`src/rtl/mem_stage_if.sv`:
```
// Data-memory bus between the memory stage and the data memory.
// The memory stage is the master: it issues the request and holds it
// steady until the memory answers with a one-cycle ack.
interface mem_stage_if;
  logic        dm_req;
  logic        dm_we;
  logic [31:0] dm_addr;
  logic [31:0] dm_wdata;
  logic [3:0]  dm_be;
  logic        dm_ack;
  logic [31:0] dm_rdata;

  modport master (
    output dm_req, dm_we, dm_addr, dm_wdata, dm_be,
    input  dm_ack, dm_rdata
  );

  modport slave (
    input  dm_req, dm_we, dm_addr, dm_wdata, dm_be,
    output dm_ack, dm_rdata
  );
endinterface

```
`src/rtl/mem_stage.sv`:
```
// Pipeline memory stage: turns execute-stage load/store requests into a
// single held data-memory transaction, formats load data, and produces
// the writeback for both memory and non-memory instructions.
// A request is accepted only when exactly one enable is set and op_spec
// names an operation in the matching direction (loads with read, stores
// with write); anything else carrying an enable is ignored, except that
// both enables together or a misaligned access raise a misalign pulse.
module mem_stage #(
  parameter int TIMEOUT = 64
) (
  input  logic        clk,
  input  logic        rst,
  input  logic [3:0]  op_type,
  input  logic [4:0]  op_spec,
  input  logic [4:0]  rd_ind,
  input  logic [31:0] rd_dat,
  input  logic [31:0] mem_addr,
  input  logic [31:0] mem_dat,
  input  logic        mem_read_en,
  input  logic        mem_write_en,
  output logic        stall,
  mem_stage_if.master dm,
  output logic        wb_valid,
  output logic [4:0]  wb_rd_ind,
  output logic [31:0] wb_dat,
  output logic        misalign,
  output logic        bus_err
);

  localparam logic [4:0] OP_LB  = 5'd0;
  localparam logic [4:0] OP_LH  = 5'd1;
  localparam logic [4:0] OP_LW  = 5'd2;
  localparam logic [4:0] OP_LBU = 5'd3;
  localparam logic [4:0] OP_LHU = 5'd4;
  localparam logic [4:0] OP_SB  = 5'd5;
  localparam logic [4:0] OP_SH  = 5'd6;
  localparam logic [4:0] OP_SW  = 5'd7;

  localparam int CNT_W = (TIMEOUT > 1) ? $clog2(TIMEOUT) : 1;
  localparam logic [CNT_W-1:0] CNT_LAST = CNT_W'(TIMEOUT - 1);

  typedef enum logic [1:0] {IDLE, ACCESS, DONE} state_t;

  state_t state;
  state_t state_nxt;

  logic             is_load;
  logic             is_store;
  logic             is_byte;
  logic             is_half;
  logic             is_word;
  logic             aligned;
  logic             req_valid;
  logic             req_ok;
  logic             req_bad;
  logic [3:0]       be_c;
  logic [31:0]      wdata_c;

  logic [CNT_W-1:0] cnt;
  logic             we_r;
  logic [31:0]      addr_r;
  logic [31:0]      wdata_r;
  logic [3:0]       be_r;
  logic [4:0]       spec_r;
  logic [1:0]       lane_r;
  logic [4:0]       rd_r;
  logic             timed_out;

  // Load-lane extraction: pick the byte/halfword addressed by the low
  // address bits, then sign- or zero-extend according to the load kind.
  function automatic logic [31:0] format_load(input logic [4:0]  spec,
                                              input logic [1:0]  lane,
                                              input logic [31:0] data);
    logic [7:0]  b;
    logic [15:0] h;
    case (lane)
      2'd0:    b = data[7:0];
      2'd1:    b = data[15:8];
      2'd2:    b = data[23:16];
      default: b = data[31:24];
    endcase
    h = lane[1] ? data[31:16] : data[15:0];
    case (spec)
      OP_LB:   format_load = {{24{b[7]}}, b};
      OP_LBU:  format_load = {24'h000000, b};
      OP_LH:   format_load = {{16{h[15]}}, h};
      OP_LHU:  format_load = {16'h0000, h};
      default: format_load = data;
    endcase
  endfunction

  // Decode the incoming request: operation kind, size, alignment and the
  // byte-enable / write-data pattern that would go onto the bus.
  always_comb begin
    is_load  = 1'b0;
    is_store = 1'b0;
    is_byte  = 1'b0;
    is_half  = 1'b0;
    is_word  = 1'b0;
    case (op_spec)
      OP_LB, OP_LBU: begin is_load  = 1'b1; is_byte = 1'b1; end
      OP_LH, OP_LHU: begin is_load  = 1'b1; is_half = 1'b1; end
      OP_LW:         begin is_load  = 1'b1; is_word = 1'b1; end
      OP_SB:         begin is_store = 1'b1; is_byte = 1'b1; end
      OP_SH:         begin is_store = 1'b1; is_half = 1'b1; end
      OP_SW:         begin is_store = 1'b1; is_word = 1'b1; end
      default:       ;
    endcase

    if (is_word)      aligned = (mem_addr[1:0] == 2'b00);
    else if (is_half) aligned = ~mem_addr[0];
    else              aligned = 1'b1;

    req_valid = (mem_read_en ^ mem_write_en) &
                ((mem_read_en & is_load) | (mem_write_en & is_store));
    req_ok    = req_valid & aligned;
    req_bad   = (mem_read_en & mem_write_en) | (req_valid & ~aligned);

    if (is_byte) begin
      be_c    = 4'b0001 << mem_addr[1:0];
      wdata_c = {4{mem_dat[7:0]}};
    end else if (is_half) begin
      be_c    = mem_addr[1] ? 4'b1100 : 4'b0011;
      wdata_c = {2{mem_dat[15:0]}};
    end else begin
      be_c    = 4'b1111;
      wdata_c = mem_dat;
    end
  end

  assign timed_out = (cnt == CNT_LAST);

  // State register; reset drops any transaction in flight immediately.
  always_ff @(posedge clk or posedge rst) begin
    if (rst) state <= IDLE;
    else     state <= state_nxt;
  end

  // Next-state logic plus the handshake outputs derived from the state.
  always_comb begin
    state_nxt = state;
    stall     = 1'b0;
    case (state)
      IDLE: begin
        stall = req_ok & ~rst;
        if (req_ok) state_nxt = ACCESS;
      end
      ACCESS: begin
        stall = ~rst;
        if (dm.dm_ack || timed_out) state_nxt = DONE;
      end
      DONE:    state_nxt = IDLE;
      default: state_nxt = IDLE;
    endcase
  end

  assign dm.dm_req   = (state == ACCESS);
  assign dm.dm_we    = we_r;
  assign dm.dm_addr  = addr_r;
  assign dm.dm_wdata = wdata_r;
  assign dm.dm_be    = be_r;

  // Request capture, access timer, load formatting and writeback/fault pulses.
  always_ff @(posedge clk or posedge rst) begin
    if (rst) begin
      cnt       <= '0;
      we_r      <= 1'b0;
      addr_r    <= 32'h0;
      wdata_r   <= 32'h0;
      be_r      <= 4'h0;
      spec_r    <= 5'h0;
      lane_r    <= 2'h0;
      rd_r      <= 5'h0;
      wb_valid  <= 1'b0;
      wb_rd_ind <= 5'h0;
      wb_dat    <= 32'h0;
      misalign  <= 1'b0;
      bus_err   <= 1'b0;
    end else begin
      wb_valid <= 1'b0;
      misalign <= 1'b0;
      bus_err  <= 1'b0;
      case (state)
        IDLE: begin
          cnt <= '0;
          if (req_ok) begin
            we_r    <= is_store;
            addr_r  <= {mem_addr[31:2], 2'b00};
            wdata_r <= wdata_c;
            be_r    <= be_c;
            spec_r  <= op_spec;
            lane_r  <= mem_addr[1:0];
            rd_r    <= rd_ind;
          end else if (req_bad) begin
            misalign <= 1'b1;
          end else if (!mem_read_en && !mem_write_en) begin
            wb_valid  <= (rd_ind != 5'd0) &&
                         ((op_type == 4'd0) || (op_type == 4'd3) || (op_type == 4'd4));
            wb_rd_ind <= rd_ind;
            wb_dat    <= rd_dat;
          end
        end
        ACCESS: begin
          cnt <= cnt + 1'b1;
          if (dm.dm_ack) begin
            if (!we_r) begin
              wb_valid  <= (rd_r != 5'd0);
              wb_rd_ind <= rd_r;
              wb_dat    <= format_load(spec_r, lane_r, dm.dm_rdata);
            end
          end else if (timed_out) begin
            bus_err <= 1'b1;
          end
        end
        default: ;
      endcase
    end
  end

endmodule

```
`src/flat_wrapper.sv`:
```
// flat-port wrapper written by rule: the top's interface ports become plain ports
module mem_stage_flat 
#(
  parameter int TIMEOUT = 64
)
  (clk, rst, op_type, op_spec, rd_ind, rd_dat, mem_addr, mem_dat, mem_read_en, mem_write_en, stall, wb_valid, wb_rd_ind, wb_dat, misalign, bus_err, dm_dm_req, dm_dm_we, dm_dm_addr, dm_dm_wdata, dm_dm_be, dm_dm_ack, dm_dm_rdata);
  mem_stage_if dm_i ();
  input  logic clk;
  input  logic rst;
  input  logic [3:0] op_type;
  input  logic [4:0] op_spec;
  input  logic [4:0] rd_ind;
  input  logic [31:0] rd_dat;
  input  logic [31:0] mem_addr;
  input  logic [31:0] mem_dat;
  input  logic mem_read_en;
  input  logic mem_write_en;
  output logic stall;
  output logic wb_valid;
  output logic [4:0] wb_rd_ind;
  output logic [31:0] wb_dat;
  output logic misalign;
  output logic bus_err;
  output wire logic [$bits(dm_i.dm_req)-1:0] dm_dm_req;
  output wire logic [$bits(dm_i.dm_we)-1:0] dm_dm_we;
  output wire logic [$bits(dm_i.dm_addr)-1:0] dm_dm_addr;
  output wire logic [$bits(dm_i.dm_wdata)-1:0] dm_dm_wdata;
  output wire logic [$bits(dm_i.dm_be)-1:0] dm_dm_be;
  input wire logic [$bits(dm_i.dm_ack)-1:0] dm_dm_ack;
  input wire logic [$bits(dm_i.dm_rdata)-1:0] dm_dm_rdata;
  assign dm_dm_req = dm_i.dm_req;
  assign dm_dm_we = dm_i.dm_we;
  assign dm_dm_addr = dm_i.dm_addr;
  assign dm_dm_wdata = dm_i.dm_wdata;
  assign dm_dm_be = dm_i.dm_be;
  assign dm_i.dm_ack = dm_dm_ack;
  assign dm_i.dm_rdata = dm_dm_rdata;
  mem_stage #(.TIMEOUT(TIMEOUT)) u_core (.clk(clk), .rst(rst), .op_type(op_type), .op_spec(op_spec), .rd_ind(rd_ind), .rd_dat(rd_dat), .mem_addr(mem_addr), .mem_dat(mem_dat), .mem_read_en(mem_read_en), .mem_write_en(mem_write_en), .stall(stall), .dm(dm_i), .wb_valid(wb_valid), .wb_rd_ind(wb_rd_ind), .wb_dat(wb_dat), .misalign(misalign), .bus_err(bus_err));
endmodule
```
`config.mk`:
```
export PLATFORM = sky130hd
export DESIGN_NAME = mem_stage_flat
export DESIGN_NICKNAME = d
export VERILOG_FILES = /design/src/rtl/mem_stage_if.sv /design/src/rtl/mem_stage.sv /design/src/flat_wrapper.sv
export SDC_FILE = /design/constraint.sdc
export NUM_CORES = 1
export LEC_CHECK = 0
export CAP_MARGIN = 20
export CELL_PAD_IN_SITES_DETAIL_PLACEMENT = 1
export CELL_PAD_IN_SITES_GLOBAL_PLACEMENT = 1
export CORE_MARGIN = 4
export CORE_UTILIZATION = 33
export DETAILED_ROUTE_END_ITERATION = 8
export PLACE_DENSITY = 0.81
export SKIP_LAST_GASP = 1
export SYNTH_ARGS = -nofsm -noshare
export SYNTH_HDL_FRONTEND = slang
export SYNTH_SLANG_ARGS = --single-unit
```
`constraint.sdc`:
```
create_clock -name clk -period 5.6 [get_ports clk]
set_clock_uncertainty 0.15 [all_clocks]
set_input_delay 1.4 -clock clk [delete_from_list [all_inputs] [get_ports clk]]
set_output_delay 1.4 -clock clk [all_outputs]
set_load 0.01 [all_outputs]
```
==> out/metrics.cfg, run 1 <==
[timing]
setup_tns_ns=0
fin_crit_ns=5.31
drv_slew=0
relSlewSlack_pct=30.5
timing_hold_violations_final=0
whs_ns=0.332
rsz0062_at_grt=no
fmax_ghz=0.188
worst_slew_pin_slew_ns=1.04
setup_viol=0
finalCritPeriodShare_pct=94.9

[route]
drt-pass1-iter-count=4
drt-total-wl_um=23100
wl_per_cell_um=20.2
antenna_left=0
drc=0
drt_iter0_markers=205
vias=5878
vias_per_cell=5.12

[critical_path]
path_class=input pin to primary output
r2r_end=u_core.wb_dat[15]
crit_required_ns=4.05
path_delay_family=buffers and inverters
critPathCaptureType=primary output
reg2reg_slack_ns=3.06
cpPeakStageDelay_ns=0.59
arrival_ns=3.76
reg2reg_depth=4
critPathBufInv=3
crit_path_top_delay_cell=clkdlybuf4s50_1
path_max_fanout=3
crit_top_cell=clkdlybuf4s50_1
r2r-start=u_core.spec_r[0]
critPathLaunchType=input pin
path_cells=clkdlybuf4s50_1 -> inv_1 -> ha_1 -> nor4bb_1 -> mux2i_2 -> a21oi_1 -> nor2_1 -> nor3_1 -> clkdlybuf4s50_1

[finish]
fill_cells=2139
drive_above_1_share_pct=12.4
finish.utilization_pct=50.7
fin_nets=1019
syn_to_final_growth_pct=51.6
n_antenna_cell=0

[floorplanning]
die_width_um=148
coreArea_um2=19400
io_pins=258
fp-row-count=51
die-area_um2=22000
die_h_um=148
initial_core_util_pct=33.5

[clock_tree]
path_clk_slew_ns=0.06
clockRootBuffer=clkbuf_16
clk_latency_ns=0.41
cts_hold_buffers=0
cts_setup_buffers=0
cts-htree-levels=4
cts_tree=built
cts_made_buffers=17
clk_path_buf_depth=2
cts_sinks=127
ctsResizeCount=0

[pwr]
cellLeakagePower_nw=3.93
powerDensity_nw_per_um2=407
ir_drop_uv=220

[flow_run]
timing.max_cap.violations=0

[placed_design]
portBuffers=255
place_congestion=0.815
dp_hpwl_um=17500

[yosys]
synth_commonest_cells=dfrtp_1 (127), nand2_1 (62), nor2_1 (55)
yosysWarnings=0
syn_area_um2=6490
syn_area_per_cell_um2=10.3
synth.most_common_cell=dfrtp_1
ys_ff_latch=127
syn-instance-count=629
synth_cell_type_count=50
async_flop_share_pct=100
synth_top_area_cell=dfrtp_1
synthTopCellsByArea=dfrtp_1 (49%), mux2_2 (8.0%), mux2i_1 (5.1%), nand2_1 (3.6%), a21oi_1 (3.5%)
synth_top_flop_cell=dfrtp_1
synth_top_area_share_pct=49.0
seq_area_frac_synth_pct=49.0
synth_edf_count=0

[worst_hold_path]
min_path_cells=2
hold-path-endpoint=u_core.wb_dat[29]
hold_class=flip-flop to flip-flop
min-delay-start=u_core.wb_dat[29]

[global_routing]
grt_pass1_vias=6533
grt.overflow.total=0
grt_max_degree=67
grtUsageTotal_pct=21.2
antenna_found_initial=0
grt_pass1_wl_um=36200

[outcome]
status=finished, final reports clean

-- worst register-to-register path, cell delays in order (launching register included) --
cell and delay (ns):
dfrtp_1 0.55, mux2i_1 0.26, nand2_1 0.48, a2111oi_0 0.77, o21ai_0 0.18
-- per-stage QoR --
step                cell area [um2]  std cells  power [W]  worst slack, ns
floorplan                      6490        630    0.00212            0.666
detailed placement             9290       1115    0.00300            0.319
finish                         9840       1147    0.00400            0.288
global route                   9840       1147    0.00426            0.167
global placement               9290       1115    0.00295            0.384
CTS                            9840       1147    0.00406            0.299
-- registers in the layout, summed over array words and instances (netlist names) --
register and flops:
u_core.rd_r 5, u_core.dm.dm_we 1, u_core.state 2, u_core.wb_rd_ind 5
u_core.lane_r 2, u_core.dm.dm_be 4, u_core.bus_err 1, u_core.misalign 1
u_core.dm.dm_wdata 32, u_core.dm.dm_addr 30, u_core.wb_dat 32, u_core.cnt 6
u_core.spec_r 5, u_core.wb_valid 1
-- cell type report --
type | count | area, um2 | area share [%]
inverters | 6 | 25.0 | 0.254
flip-flops and latches | 127 | 3180 | 32.3
clock buffers | 19 | 443 | 4.50
multi-input cells | 448 | 3070 | 31.2
repair buffers | 269 | 2680 | 27.3
clock inverters | 13 | 105 | 1.07
well taps | 265 | 332 | 3.37
-- cells in the final DEF, fill, tap and decap left out, types with 9 or more instances in the layout --
cell               n
and2_1            19
buf_4             12
o21ai_0           35
clkdlybuf4s50_1  255
o22ai_1           16
nand2_1           62
nand4_1            9
clkbuf_16         17
mux2i_1           33
a21oi_1           46
nor2_1            55
dfrtp_1          127
o21ai_1           12
mux2_2            46
-- worst max-delay path by stage --
| stage | startpoint | endpoint | slack [ns] | cells past startpoint |
|---|---|---|---|---|
| floorplan | rst | u_core.bus_err | 0.67 | 1 |
| global placement | mem_read_en | stall | 0.38 | 9 |
| detailed placement | mem_read_en | stall | 0.32 | 9 |
| CTS | mem_read_en | stall | 0.30 | 9 |
| global route | mem_read_en | stall | 0.17 | 9 |
| finish | mem_read_en | stall | 0.29 | 9 |
-- kinds of logic (layout without fill, tap and decap cells) --
kind of cell             count (synthesis)  in the layout  synth area share, %
AND/OR/NAND/NOR                        190            190                 14.0
other                                    1              2               0.0578
multiplexers                            91             91                 16.6
buffers and inverters                   55            307                 3.89
XOR/XNOR                                 6              6                0.810
adder cells (fa/ha/maj)                  3              3                0.578
flip-flops                             127            127                 49.0
AO/OA/AOI/OAI                          156            156                 15.1
-- power breakdown --
part / internal, W / switching (W) / leakage (nW)
clock network: 0.000586 / 0.000444 / 0.269
registers: 0.00122 / 0.000197 / 1.53
logic: 0.000869 / 0.000689 / 2.13
-- per-layer routing --
layer | up-vias | part of all wire [%] | global-route usage [%]
met5 | - | 0 | 0
met4 | 0 | 2.7 | 7.21
met3 | 28 | 9.0 | 8.68
met2 | 238 | 48 | 35.7
met1 | 2862 | 40 | 24.5
li1 | 2750 | - | -
(Power assumes the default switching activity.)
==> inputs of run 2 (changes only) <==
--- a/config.mk
+++ b/config.mk
@@ -13,6 +13,7 @@
 export DETAILED_ROUTE_END_ITERATION = 8
 export PLACE_DENSITY = 0.81
 export SKIP_LAST_GASP = 1
+export SLEW_MARGIN = 20
 export SYNTH_ARGS = -nofsm -noshare
 export SYNTH_HDL_FRONTEND = slang
 export SYNTH_SLANG_ARGS = --single-unit
==> results of run 2 <==
The final DEF is identical to that of run 1; final timing and power are the same.
